==> src/rtl/mvau_wctrl_pkg.sv <==
// Shared constants and helpers for the MVAU weight-memory read sequencer.
// FSM state encodings, fold-count arithmetic and counter-width sizing.
package mvau_wctrl_pkg;

    typedef logic [1:0] wctrl_state_t;

    localparam wctrl_state_t ST_IDLE  = 2'd0;
    localparam wctrl_state_t ST_RUN   = 2'd1;
    localparam wctrl_state_t ST_DRAIN = 2'd2;

    function automatic int calc_sf(input int mw, input int simd);
        return mw / simd;
    endfunction

    function automatic int calc_nf(input int mh, input int pe);
        return mh / pe;
    endfunction

    function automatic int calc_total(input int sf, input int nf, input int num_pix);
        return sf * nf * num_pix;
    endfunction

    // A counter over a single value still needs one bit of storage.
    function automatic int cnt_bw(input int n);
        return (n > 1) ? $clog2(n) : 1;
    endfunction

endpackage

==> src/rtl/mvau_wctrl_fold_cnt.sv <==
// Wrap-around fold counter: counts 0..N-1 on inc, returns to 0 after N-1.
// at_max flags the last value so callers can chain counters.
module mvau_wctrl_fold_cnt #(
    parameter int N = 2,
    parameter int W = 1
) (
    input  logic         clk,
    input  logic         rst,
    input  logic         clr,
    input  logic         inc,
    output logic [W-1:0] value,
    output logic         at_max
);

    logic [W-1:0] value_q, value_d;

    assign at_max = (value_q == W'(N - 1));
    assign value  = value_q;

    always_comb begin
        value_d = value_q;
        if (clr) begin
            value_d = '0;
        end else if (inc) begin
            value_d = at_max ? '0 : value_q + 1'b1;
        end
    end

    always_ff @(posedge clk) begin
        if (rst) begin
            value_q <= '0;
        end else begin
            value_q <= value_d;
        end
    end

endmodule

==> src/rtl/mvau_wmem_ctrl.sv <==
// Weight-memory read sequencer for one MVAU PE: issues nf->sf fold addresses per pixel.
// Define MVAU_WCTRL_PERF_EN to add the stall_cnt performance counter output.
module mvau_wmem_ctrl
    import mvau_wctrl_pkg::*;
#(
    parameter int SIMD         = 2,
    parameter int MW           = 4,
    parameter int MH           = 2,
    parameter int PE           = 1,
    parameter int NUM_PIX      = 4,
    parameter int WMEM_DEPTH   = 4,
    parameter int WMEM_ADDR_BW = 4
) (
    input  logic                      aclk,
    input  logic                      rst,
    input  logic                      start,
    input  logic                      in_v,
    output logic                      in_rdy,
    output logic [WMEM_ADDR_BW-1:0]   wmem_addr,
    input  logic                      out_rdy,
    output logic                      w_valid,
    output logic                      w_sf_first,
    output logic                      w_sf_last,
    output logic [$clog2(MH/PE):0]    w_nf_idx,
    output logic                      busy,
    output logic                      done
`ifdef MVAU_WCTRL_PERF_EN
    ,
    output logic [31:0]               stall_cnt
`endif
);

    localparam int SF       = calc_sf(MW, SIMD);
    localparam int NF       = calc_nf(MH, PE);
    localparam int SF_W     = cnt_bw(SF);
    localparam int NF_W     = cnt_bw(NF);
    localparam int PIX_W    = cnt_bw(NUM_PIX);
    localparam int NF_IDX_W = $clog2(NF) + 1;

    if (MW % SIMD != 0) begin : g_chk_mw
        $error("mvau_wmem_ctrl: MW must be a multiple of SIMD");
    end
    if (MH % PE != 0) begin : g_chk_mh
        $error("mvau_wmem_ctrl: MH must be a multiple of PE");
    end
    if (WMEM_DEPTH != SF * NF) begin : g_chk_depth
        $error("mvau_wmem_ctrl: WMEM_DEPTH must equal SF*NF");
    end
    if (WMEM_ADDR_BW < $clog2(WMEM_DEPTH)) begin : g_chk_abw
        $error("mvau_wmem_ctrl: WMEM_ADDR_BW too narrow for WMEM_DEPTH");
    end
    if (calc_total(SF, NF, NUM_PIX) < 1) begin : g_chk_total
        $error("mvau_wmem_ctrl: frame must contain at least one word");
    end

    wctrl_state_t              state_q, state_d;
    logic [WMEM_ADDR_BW-1:0]   addr_q, addr_d, addr_prev_q, addr_prev_d;
    logic                      w_valid_q, w_valid_d;
    logic                      sf_first_q, sf_first_d, sf_last_q, sf_last_d;
    logic [NF_IDX_W-1:0]       nf_idx_q, nf_idx_d;

    logic [SF_W-1:0]           sf_val;
    logic [NF_W-1:0]           nf_val;
    logic [PIX_W-1:0]          pix_val_unused;
    logic                      sf_max, nf_max, pix_max;
    logic                      start_acc, advance, sf_wrap, nf_wrap, last_issue, drain_done;

    assign start_acc  = (state_q == ST_IDLE) & start;
    assign in_rdy     = (state_q == ST_RUN) & (~w_valid_q | out_rdy);
    assign advance    = in_v & in_rdy;
    assign sf_wrap    = advance & sf_max;
    assign nf_wrap    = sf_wrap & nf_max;
    assign last_issue = nf_wrap & pix_max;
    assign drain_done = (state_q == ST_DRAIN) & w_valid_q & out_rdy;

    mvau_wctrl_fold_cnt #(.N(SF), .W(SF_W)) u_sf_cnt (
        .clk(aclk), .rst(rst), .clr(start_acc), .inc(advance),
        .value(sf_val), .at_max(sf_max)
    );

    mvau_wctrl_fold_cnt #(.N(NF), .W(NF_W)) u_nf_cnt (
        .clk(aclk), .rst(rst), .clr(start_acc), .inc(sf_wrap),
        .value(nf_val), .at_max(nf_max)
    );

    mvau_wctrl_fold_cnt #(.N(NUM_PIX), .W(PIX_W)) u_pix_cnt (
        .clk(aclk), .rst(rst), .clr(start_acc), .inc(nf_wrap),
        .value(pix_val_unused), .at_max(pix_max)
    );

    // Memory read is unconditional, so a stalled word is held by re-reading its address.
    assign wmem_addr  = advance ? addr_q : addr_prev_q;
    assign w_valid    = w_valid_q;
    assign w_sf_first = sf_first_q;
    assign w_sf_last  = sf_last_q;
    assign w_nf_idx   = nf_idx_q;
    assign busy       = (state_q != ST_IDLE);
    assign done       = drain_done;

    always_comb begin
        state_d     = state_q;
        addr_d      = addr_q;
        addr_prev_d = addr_prev_q;
        sf_first_d  = sf_first_q;
        sf_last_d   = sf_last_q;
        nf_idx_d    = nf_idx_q;
        w_valid_d   = advance | (w_valid_q & ~out_rdy);

        case (state_q)
            ST_IDLE:  if (start)      state_d = ST_RUN;
            ST_RUN:   if (last_issue) state_d = ST_DRAIN;
            ST_DRAIN: if (drain_done) state_d = ST_IDLE;
            default:                  state_d = ST_IDLE;
        endcase

        if (start_acc) begin
            addr_d = '0;
        end else if (advance) begin
            addr_prev_d = addr_q;
            addr_d      = (addr_q == WMEM_ADDR_BW'(WMEM_DEPTH - 1)) ? '0 : addr_q + 1'b1;
            sf_first_d  = (sf_val == '0);
            sf_last_d   = sf_max;
            nf_idx_d    = NF_IDX_W'(nf_val);
        end
    end

    always_ff @(posedge aclk) begin
        if (rst) begin
            state_q     <= ST_IDLE;
            addr_q      <= '0;
            addr_prev_q <= '0;
            w_valid_q   <= 1'b0;
            sf_first_q  <= 1'b0;
            sf_last_q   <= 1'b0;
            nf_idx_q    <= '0;
        end else begin
            state_q     <= state_d;
            addr_q      <= addr_d;
            addr_prev_q <= addr_prev_d;
            w_valid_q   <= w_valid_d;
            sf_first_q  <= sf_first_d;
            sf_last_q   <= sf_last_d;
            nf_idx_q    <= nf_idx_d;
        end
    end

`ifdef MVAU_WCTRL_PERF_EN
    logic [31:0] stall_cnt_q, stall_cnt_d;
    logic        stall_ev;

    // Either the PE is back-pressuring us or we are starved of activations.
    assign stall_ev  = (state_q != ST_IDLE) & ((w_valid_q & ~out_rdy) | (in_rdy & ~in_v));
    assign stall_cnt = stall_cnt_q;

    always_comb begin
        stall_cnt_d = stall_cnt_q;
        if (start_acc) begin
            stall_cnt_d = '0;
        end else if (stall_ev && (stall_cnt_q != '1)) begin
            stall_cnt_d = stall_cnt_q + 32'd1;
        end
    end

    always_ff @(posedge aclk) begin
        if (rst) begin
            stall_cnt_q <= '0;
        end else begin
            stall_cnt_q <= stall_cnt_d;
        end
    end
`endif

endmodule
==> config.mk <==
export PLATFORM = sky130hd
export DESIGN_NAME = mvau_wmem_ctrl
export DESIGN_NICKNAME = d
export VERILOG_FILES = /design/src/rtl/mvau_wctrl_pkg.sv /design/src/rtl/mvau_wctrl_fold_cnt.sv /design/src/rtl/mvau_wmem_ctrl.sv
export SDC_FILE = /design/constraint.sdc
export NUM_CORES = 1
export LEC_CHECK = 0
export ABC_AREA = 1
export BUFFER_PORTS_ARGS = -buffer_cell sky130_fd_sc_hd__buf_2
export CAP_MARGIN = 10
export CELL_PAD_IN_SITES_DETAIL_PLACEMENT = 1
export CELL_PAD_IN_SITES_GLOBAL_PLACEMENT = 1
export CORE_MARGIN = 2
export CORE_UTILIZATION = 41
export DETAILED_ROUTE_END_ITERATION = 8
export HOLD_SLACK_MARGIN = 0.05
export PLACE_DENSITY_LB_ADDON = 0.1
export SYNTH_ARGS = -nofsm -noshare
export SYNTH_HDL_FRONTEND = slang
export SYNTH_SLANG_ARGS = --single-unit
==> constraint.sdc <==
create_clock -name aclk -period 3 [get_ports aclk]
set_input_delay 0.15 -clock aclk [delete_from_list [all_inputs] [get_ports aclk]]
set_output_delay 0.15 -clock aclk [all_outputs]
set_load 0.02 [all_outputs]
==> out/qor.txt <==
Setup violators final - 0
Internal cell power - 0.340 mW
TNS Setup - 0 ps
IO buf count - 15
DIE WIDTH - 49.7 um
Yosys reg bits - 18
Global routing's busiest layer - met1
Largest net degree at the start of global routing - 16
Core area - 1960 um2
IO Count - 17
Status - finished, final reports clean
# H-tree levels - 1
Crit path time final - 1770 ps
Routed WL - 1620 um
Synth cell types - 28
Leak Pwr - 0.441 nW
Combinational cell fraction of total power - 0.139
Startpoint Class - register
Seq/Total Area, Yosys - 0.421
Clk pwr share - 0.322
Final period utilization - 0.590
VDD IR-drop max - 0.000282 V
GRT met2 Usage - 0.211
Bufs on Longest Clock Path - 2
Clock Tree Root - clkbuf_4
Die Footprint - 2470 um2
Post-Syn Nets - 113
Vias in the first global route - 620
GRT met1 Usage - 0.213
Die height - 49.7 um
CTS Sinks - 18
Hold WC Path Type - input pin to register
Commonest non-fill, non-tap cell in the layout - dfxtp_1
Post-Place Cells - 145
Vias/cell - 4.70
Worst-path fanout max - 15
Design Power - 0.463 mW
Final Instance Area - 976 um2
Slew Viols, Final - 0
CP endpoint kind - output pin
Initial antenna violation count - 0
Final Worst Setup Slack - 1230 ps
Wire per inst - 10.9 um
Layout Skew - 8.49 ps
CTS tree - yes
Share of post-route cells with drive strength above 1 - 0.320
Synthesized area - 856 um2
DRT iter0 DRCs - 8
Cell Area, Placed - 940 um2
Grt met3 use - 0.0364
Final GP Congestion - 0.739
CTS Buf Count - 3
Initial Utilization - 0.436
Drc violations - 0
ANT cells - 0
FMAX - 565 MHz
Final hold slack - 128 ps
Critical path arrival - 1620 ps
RSZ-0062 raised after global routing - no
Ys Warns - 0
Routed Antenna Nets - 0
Critical path type - register to output pin
Clock-pin slew on the worst setup and hold paths - 110 ps
Gate Count Post-Synth - 106
CTS hold repair buffers - 0
Drt first pass iters - 3
Worst-skew pair later-pin latency - 290 ps
Nets - 130
P&R area growth vs syn - 14.0%
Detailed-placement wirelength estimate - 1230 um
Number of max-cap violations - 0
Mean Syn Cell Area - 8.07 um2
Vias - 701
First-pass GRT wire length - 2820 um
Commonest non-fill, non-tap cells in the layout - dfxtp_1 (18), nor2_1 (15), buf_2 (15)
Switching Share - 0.264
Pwr Density - 474 nW/um2
Total grt overflow - 0
Num rows - 16
Post-CTS Setup Repair Bufs - 0
Tot GR Track Use - 0.148
Fin util - 0.497
Post-CTS Resized - 0
Sequential power share - 0.539
Critical Path RT - 2850 ps
Hold Fails Final Rpt - 0
Non-Filler Instances - 149
Psw - 0.122 mW
Placement Setup Slack - 1550 ps
==> final cells by class <==
class | instances | area, um2
fill | 286 | 986
multi-input combinational | 70 | 412
sequential | 18 | 360
timing repair buffer | 15 | 75.1
inverter | 15 | 58.8
clock buffer | 4 | 36.3
tap | 27 | 33.8
==> path summary, 6_finish.rpt <==
kind | start | end | slack, ps | depth (start not counted)
setup / recovery | w_valid | wmem_addr[2] | 1230 | 7
hold / removal | start | state_q[0] | 130 | 3
hold reg to reg | w_sf_last | w_sf_last | 470 | 2
setup reg to reg | state_q[0] | state_q[0] | 1630 | 7
==> synth_stat cells <==
library cell	n	area [um2]
nand3_1	1	5.00
o21a_1	1	7.51
nand3_4	1	17.5
o21bai_1	1	7.51
nand4_1	1	6.26
inv_4	1	6.26
nor2_1	15	56.3
nor2_4	2	22.5
or2_1	1	6.26
a21oi_1	11	55.1
nand4_2	1	12.5
ha_1	2	25.0
clkbuf_8	1	13.8
nand3_2	1	10.0
buf_4	1	7.51
nor3_1	1	5.00
nand2_1	12	45.0
a21oi_2	1	8.76
nor3_2	3	30.0
conb_1	1	3.75
inv_1	14	52.6
nor2_2	4	25.0
or2_2	3	18.8
nand2_2	1	6.26
dfxtp_1	18	360
o21ai_0	4	20.0
o21ai_2	2	17.5
clkbuf_1	1	3.75
==> power groups by stage <==
stage	registers, mW	clock network, mW	logic [mW]
6_report	0.249	0.149	0.0642
5_1_grt	0.250	0.164	0.0719
4_1_cts	0.249	0.158	0.0650
3_5_place_dp	0.255	0	0.0648
3_3_place_gp	0.255	0	0.0636
2_1_floorplan	0.256	0	0.0479
==> registers in the layout (all words and copies together), names as in the netlist <==
name,flops
addr_prev_q,4
addr_q,4
state_q,2
u_pix_cnt.value,2
u_nf_cnt.at_max,1
u_sf_cnt.at_max,1
w_nf_idx,1
w_sf_first,1
w_sf_last,1
w_valid,1
==> kinds of logic (layout without fill, tap and decap cells) <==
group | count (synthesis) | count (layout) | synth area share
AO/OA/AOI/OAI | 20 | 20 | 0.136
adder cells (fa/ha/maj) | 2 | 2 | 0.0292
buffers and inverters | 18 | 34 | 0.0980
flip-flops | 18 | 18 | 0.421
other | 1 | 1 | 0.00438
AND/OR/NAND/NOR | 47 | 47 | 0.311
==> worst max-delay path, stage by stage, from the launching register on <==
cell and delay, ps:
dfxtp_1 380, nand2_2 100, nand3_4 230, inv_4 70
or2_2 270, inv_1 80, nor2_1 40, buf_2 150
==> per-layer routing <==
layer | up-vias | wire [um]
met1 | 314 | 863
met4 | 0 | 12
met3 | 2 | 72
met2 | 13 | 668
met5 | - | 0
li1 | 372 | -
Note: power is estimated with default switching activity, not from simulation.
